`src/rtl/piso_serializer.sv`:
```
`default_nettype none
// ============================================================================
// Module   : piso_serializer
// Purpose  : Parallel-in/serial-out serializer with valid/ready load,
//            selectable bit order, shift-enable pacing, abort and done flag.
// Revision : 1.0 - initial release
// ============================================================================
module piso_serializer #(
   parameter int unsigned WIDTH      = 8,
   parameter bit          MSB_FIRST  = 1'b1,
   parameter bit          IDLE_LEVEL = 1'b0
) (
   input  logic             i_clk,
   input  logic             i_rst_n,
   input  logic [WIDTH-1:0] i_data,
   input  logic             i_valid,
   output logic             o_ready,
   input  logic             i_en,
   input  logic             i_abort,
   output logic             o_sdata,
   output logic             o_svalid,
   output logic             o_last,
   output logic             o_done
);

   localparam int unsigned        c_CNT_W    = $clog2(WIDTH);
   localparam logic [c_CNT_W-1:0] c_LAST_CNT = c_CNT_W'(WIDTH - 1);
   localparam logic [c_CNT_W-1:0] c_CNT_ONE  = c_CNT_W'(1);

   typedef enum logic [0:0] {
      S_IDLE  = 1'b0,
      S_SHIFT = 1'b1
   } state_t;

   state_t             state_q, state_d;
   logic [WIDTH-1:0]   sh_q, sh_d;
   logic [c_CNT_W-1:0] cnt_q, cnt_d;
   logic               done_q, done_d;

   logic               w_out_bit;
   logic [WIDTH-1:0]   w_sh_shifted;
   logic               w_final_bit;

   // The output end of the shift register depends on bit order.
   generate
      if (MSB_FIRST) begin : g_msb_first
         assign w_out_bit    = sh_q[WIDTH-1];
         assign w_sh_shifted = {sh_q[WIDTH-2:0], 1'b0};
      end else begin : g_lsb_first
         assign w_out_bit    = sh_q[0];
         assign w_sh_shifted = {1'b0, sh_q[WIDTH-1:1]};
      end
   endgenerate

   assign w_final_bit = (state_q == S_SHIFT) && (cnt_q == c_LAST_CNT);

   always_ff @(posedge i_clk or negedge i_rst_n) begin
      if (!i_rst_n) begin
         state_q <= S_IDLE;
         sh_q    <= '0;
         cnt_q   <= '0;
         done_q  <= 1'b0;
      end else begin
         state_q <= state_d;
         sh_q    <= sh_d;
         cnt_q   <= cnt_d;
         done_q  <= done_d;
      end
   end

   always_comb begin
      state_d = state_q;
      sh_d    = sh_q;
      cnt_d   = cnt_q;
      done_d  = 1'b0;
      o_ready = 1'b0;
      unique case (state_q)
         S_IDLE: begin
            if (!i_abort) begin
               o_ready = 1'b1;
               if (i_valid) begin
                  sh_d    = i_data;
                  cnt_d   = '0;
                  state_d = S_SHIFT;
               end
            end
         end
         S_SHIFT: begin
            if (i_abort) begin
               state_d = S_IDLE;
               cnt_d   = '0;
            end else if (i_en) begin
               if (cnt_q != c_LAST_CNT) begin
                  sh_d  = w_sh_shifted;
                  cnt_d = cnt_q + c_CNT_ONE;
               end else begin
                  // Final bit consumed: reload back-to-back or fall idle.
                  o_ready = 1'b1;
                  done_d  = 1'b1;
                  cnt_d   = '0;
                  if (i_valid) begin
                     sh_d = i_data;
                  end else begin
                     state_d = S_IDLE;
                  end
               end
            end
         end
         default: begin
            state_d = S_IDLE;
            cnt_d   = '0;
         end
      endcase
   end

   assign o_sdata  = (state_q == S_SHIFT) ? w_out_bit : IDLE_LEVEL;
   assign o_svalid = (state_q == S_SHIFT);
   assign o_last   = w_final_bit;
   assign o_done   = done_q;

endmodule
`default_nettype wire

```
`config.mk`:
```
export PLATFORM = sky130hd
export DESIGN_NAME = piso_serializer
export DESIGN_NICKNAME = d
export VERILOG_FILES = /design/src/rtl/piso_serializer.sv
export SDC_FILE = /design/constraint.sdc
export NUM_CORES = 1
export LEC_CHECK = 0
export ABC_AREA = 0
export CAP_MARGIN = 0
export CORE_UTILIZATION = 29
export CTS_BUF_LIST = sky130_fd_sc_hd__clkbuf_4 sky130_fd_sc_hd__clkbuf_8 sky130_fd_sc_hd__clkbuf_16
export DETAILED_ROUTE_END_ITERATION = 8
export PLACE_DENSITY = 0.62
export RECOVER_POWER = 100
export SYNTH_ARGS = -nofsm -noshare
export SYNTH_HDL_FRONTEND = slang
export SYNTH_SLANG_ARGS = --single-unit
```
`constraint.sdc`:
```
create_clock -name i_clk -period 1.65 [get_ports i_clk]
set_clock_uncertainty 0.2 [all_clocks]
set_input_delay 0.33 -clock i_clk [delete_from_list [all_inputs] [get_ports i_clk]]
set_output_delay 0.33 -clock i_clk [all_outputs]
set_load 0.01 [all_outputs]
```
==> flow_summary.yaml <==
placement:
  gp_congestion: 0.785
  placed_area_sq_mm: 0.00109
  pre_cts_ws_ns: -0.411
  dp_hpwl_um: 1270
  io_buffers: 17
run_status:
  violations: "negative setup slack"
  status: "finished, violations left"
drt:
  wl_um: 2030
  first_pass_iters: 4
  initialDrtViolationCount: 2
  vias: 710
  drtAntennaViolNets: 0
  remaining_drc_errors: 0
  drt-vias-per-instance: 5.14
  wl_per_cell_um: 14.7
yosys:
  synth_top_flop_cell: "dfrtp_1"
  synth_top_area_share_pct: 42.4
  synth_area_leaders: "dfrtp_1 42%, and3b_1 8.0%, o2bb2ai_1 6.9%"
  synth.most_common_cell: "dfrtp_1"
  syn_nets: 86
  netlist_top_cells_count: "13 x dfrtp_1, 8 x a31oi_1, 7 x and3b_1, 7 x nand2_1, 6 x o2bb2ai_1"
  synth_top_family_by_area: "compound AO/OA/AOI/OAI gates"
  synth_edf_count: 0
  yosys.area_share.xor_xnor_pct: 0
  yosys.area_share.simple_pct: 20.2
  yosysUniqueCellTypes: 22
  yosys.area_share.adder_pct: 4.89
  yosys.area.top_type: "dfrtp_1"
  synth_mux_area_share_pct: 3.92
  yosysWarningCount: 0
  synthesis.area_sq_um: 767
  postSynthCellCount: 70
  synth_seq_area_share_pct: 42.4
  avgSynthCellArea_sq_um: 11.0
  synthArstFlopShare_pct: 100
  ys_seq_elements: 13
  synth_compound_area_share_pct: 23.8
layout:
  drive_above_1_share_pct: 40.7
  fillers: 250
  nNetsFinal: 125
  postLayoutCellArea_sq_mm: 0.00124
  diodes: 0
  area_growth_pct: 62.0
global_routing:
  grt_antenna_before_repair: 0
  grt_usage_pct: 16.4
  grt_first_pass_wirelength_um: 3250
  grt_max_degree: 14
  grt_pass1_vias: 675
  grt_overflow_total: 0
die:
  die_area_sq_mm: 0.00285
  initial_core_util_pct: 31.0
  die_x_um: 53.4
  io_pins: 18
  core_area_sq_mm: 0.00248
  num_rows: 18
  die_height_um: 53.4
critical_path:
  slowest_delay_ns: 0.42
  start_kind: "flip-flop"
  critical_path.max_fanout: 2
  cp.arrival_ns: 1.30
  critPathKind: "flip-flop to output port"
  worstPathCellList: "ha_4 > ha_4 > and2_4 > buf_6"
  slowest_stage: "dfrtp_1"
  required_ns: 1.12
  cp_common_cell: "ha_4"
  cp-end-kind: "output port"
sta:
  slew_headroom_pct: 50.7
  final.setup.worst_slack_ns: -0.176
  timing_hold_violations_final: 0
  whs_ns: 0.294
  worst_slew_pin_slew_ns: 0.740
  period_minus_slack_ns: 1.83
  finalSetupViolCount: 9
  setup_tns_ns: -1.40
  rsz0062_at_grt: "yes"
  timing.fmax_mhz: 548
  post-route-period-util_pct: 111
  slew_viol_final: 0
clock_network:
  worst_skew_pair.late_latency_ns: 0.28
  numCtsBuffers: 3
  cts_tree: "yes"
  cts_root_buf: "clkbuf_4"
  cts.path.max_buffers: 2
  cts_hold_buf: 0
  clkSinkCount: 13
  clkTransAtPathRegs_ns: 0.08
  htree_num_levels: 1
pwr:
  ir_drop_mv: 0.424
  p_leak_uw: 0.000539
  p_per_area_mw_per_mm2: 694
min_path:
  min_path_type: "flip-flop to flip-flop"
run:
  cap_violations: 0
==> through the flow <==
step	std cells	power, uW	util (%)
CTS	134	849	47.9
detailed placement	128	607	44.1
finish	138	862	50.2
global route	138	911	50.2
global placement	128	604	44.1
floorplan	70	509	-
==> where the power goes <==
part	leakage (uW)	switching [uW]	total, uW	internal (uW)
clock	0.0000184	106	216	110
combinational	0.000354	107	254	147
sequential	0.000167	29.5	392	362
==> timing repair <==
action | in CTS | in global routing
pin swaps | 4 | 3
buffers inserted | 2 | 5
setup endpoints to repair | 13 | 12
gates resized for setup | 22 | 7
gates cloned | 0 | 0
==> cells by family after synthesis <==
kind of cell	after synthesis
fa+ha+maj	3
buf+inv	5
mux	3
flops	13
compound gates	22
simple gates	24
==> routing by layer <==
layer | wire length [um] | track usage [%]
met1 | 965 | 21.6
met2 | 949 | 26.5
met3 | 85 | 2.59
met4 | 32 | 6.58
met5 | 0 | 0
==> cells in the final DEF (no fill, tap or decap), drive strengths merged <==
master and n:
nand2b 3, dlygate4sd3 1, clkdlybuf4s15 2, nor3b 1
o22ai 3, o2bb2ai 7, inv 1, and2 2
a31oi 8, clkbuf 7, and2b 1, nor2 2
and3b 7, nand2 7, buf 20, and4 1
a311oi 1, dfrtp 13, dlygate4sd2 1, mux2i 3
a21oi 2, o211ai 1, ha 3, clkdlybuf4s50 11
==> flip-flops by register name, summed over array words and instances (netlist names) <==
signal    cells
sh_q          8
o_svalid      1
o_done        1
cnt_q         3
==> worst paths after layout <==
kind	slack [ns]	startpoint	cells past startpoint	to
worst max-delay path	-0.18	cnt_q[1]	4	o_last
worst min-delay path	0.29	sh_q[1]	1	sh_q[1]
worst max register to register	-0.16	cnt_q[1]	6	sh_q[1]
worst min register to register	0.29	sh_q[1]	1	sh_q[1]
max in group asynchronous	0.32	i_rst_n	2	o_svalid
min in group asynchronous	0.42	i_rst_n	2	sh_q[5]
==> worst max-delay path: cells and delay by family (launching register included) <==
family,cells,cell delay (ns)
flip-flops,1,0.42
adder cells (fa/ha/maj),2,0.36
buffers and inverters,1,0.11
AND/OR/NAND/NOR,1,0.13
==> final cells by class <==
class | instances | area, sq um | share of cell area [%]
Clock buffer | 4 | 30.0 | 2.42
Inverter | 1 | 3.75 | 0.302
Multi-Input combinational cell | 52 | 505 | 40.7
Sequential cell | 13 | 327 | 26.3
Tap cell | 30 | 37.5 | 3.02
Timing Repair Buffer | 38 | 339 | 27.3
No activity file was read; power rests on OpenSTA's default activity.
==> RTL edit (same flow settings) <==
Change the parameter `IDLE_LEVEL` from 1'b0 to 1'b1.
--- a/src/rtl/piso_serializer.sv
+++ b/src/rtl/piso_serializer.sv
@@ -8,7 +8,7 @@
 module piso_serializer #(
    parameter int unsigned WIDTH      = 8,
    parameter bit          MSB_FIRST  = 1'b1,
-   parameter bit          IDLE_LEVEL = 1'b0
+   parameter bit          IDLE_LEVEL = 1'b1
 ) (
    input  logic             i_clk,
    input  logic             i_rst_n,
Function: changed (Yosys sat finds a counterexample within 4 cycles, from zero or initial values and one cycle with i_rst_n low).
==> RTL edit against the original RTL <==
  * Non-clock buffer count grew 1
  * Highest routed layer unchanged
  * Die area is 0.49% higher
  * Maximum frequency fell by 0.26%
  * The flow still finishes with violations (negative setup slack)
  * Setup slack worse by 0.0047 ns
  * Power rose by 5.6%
  * Design area rose by 9.8%
  * Sequential cell count is the same
  * Area after synthesis grew 0.49%
  * Routed wire length increased by 4.6%
==> RTL edit: results (changes against the original RTL) <==
- The leakage power of the design is 0.000567 uW (+5.1%).
- The peak ir drop on the vdd network is 0.496 mV (+17%).
- The wire length of the first global-routing pass was 3480 um (+7.0%).
- The fraction of final layout cells sized beyond drive strength 1 is 48.6% (+7.9 points).
- The count of unique library cells instantiated by Yosys is 23 (+4.5%).
- The placed wire-length estimate came to 1360 um (+7.0%).
- The placement-stage worst setup slack is -0.451 ns (-0.0401 ns).
- The adder-cell share of the synthesized area came to 4.87% (-0.024 points).
- The worst hold path begins at sh_q[6]$_DFFE_PN0P_.
- The global routing usage summed across all routing layers is 17.4% (+0.98 points).
- The largest fanout on the critical path came to 7 (+5).
- The end of the worst hold path is sh_q[6]$_DFFE_PN0P_.
- The setup TNS came to -1.45 ns (-0.0521 ns).
- The synthesized-area fraction occupied by ao, oa, aoi and oai cells came to 23.7% (-0.12 points).
- The fraction of registers with async set or reset after synthesis is 100% (unchanged).
- The DRC marker count from the first detailed-route iteration came to 4 (+2).
- Sorting the synthesized cells by area gives the leading types as dfrtp_1 (42%), and3b_1 (8.0%), o2bb2ai_1 (6.8%).
- The number of failing setup endpoints in the final timing report is 10 (+1).
- The portion of the post-synthesis area used by sequential elements is 42.2% (-0.21 points).
- The via count of the first global-routing pass is 761 (+13%).
- The final reports fail on negative setup slack.
- The end point of the critical path is sh_q[5]$_DFFE_PN0P_.
- The end of the worst register-to-register path is sh_q[5]$_DFFE_PN0P_.
- The worst relative slew slack is 50.4% (-0.28 points).
- The beginning of the worst register-to-register path is cnt_q[0]$_DFFE_PN0P_.
- The sum of routed wire length over all layers came to 2130 um (+4.6%).
- The number of nets in the layout is 126 (+0.80%).
- The clock edge transition at the registers on the reported setup and hold paths is 0.07 ns.
- The run finished, with violations left.
- The routed wire length per instance came to 15.3 um (+3.9%).
- The depth of the worst register-to-register path came to 7 (+1).
- The minimum setup slack in the final design was -0.181 ns (-0.00468 ns).
- The global placer's final weighted congestion is 0.751 (-4.4%).
- The detail-routed via count per cell is 5.09 (-1.1%).
- The proportion of synthesized area in mux cells is 3.90% (-0.019 points).
- The net switching power is 266 uW (+9.4%).
- The post-synthesis average cell area is 11.0 um^2 (+0.49%).
-- RTL edit: repair_timing --
item,CTS,global route
endpoints found under the setup margin,13,11
buffers inserted,7,2
pin swaps,18,3
gates resized for setup,39,2
hold buffers,0,0
-- RTL edit: layout make-up --
class	instances	area [um^2]
Fill cell	221	1140
Sequential cell	13	327
Multi-Input combinational cell	52	617
Tap cell	30	37.5
Clock buffer	4	30.0
Inverter	1	3.75
Timing Repair Buffer	39	349
-- RTL edit: cells by family after synthesis --
group	after synthesis
buffers and inverters	5
AOI/OAI and AO/OA	22
and+or+nand+nor	24
adders and majority gates	3
DFF	13
muxes	3
-- RTL edit: routing by layer --
metal	up-vias	GRT usage [%]	wire, um
met5	-	0	0
met4	0	6.58	9
met3	2	2.54	65
met2	16	30.8	1090
met1	343	21.1	961
li1	346	-	-
-- RTL edit: power groups by stage --
| stage | clock, uW | sequential [uW] | combinational (uW) |
|---|---|---|---|
| floorplan | 0 | 389 | 120 |
| global placement | 0 | 391 | 211 |
| detailed placement | 0 | 393 | 214 |
| CTS | 222 | 391 | 285 |
| global route | 242 | 399 | 325 |
| finish | 213 | 394 | 303 |
-- RTL edit: through the flow --
stage / total power (uW) / cell area (um^2)
5_1_grt: 966 / 1360
2_1_floorplan: 509 / 796
4_1_cts: 898 / 1330
3_5_place_dp: 607 / 1080
6_report: 910 / 1360
3_3_place_gp: 603 / 1080
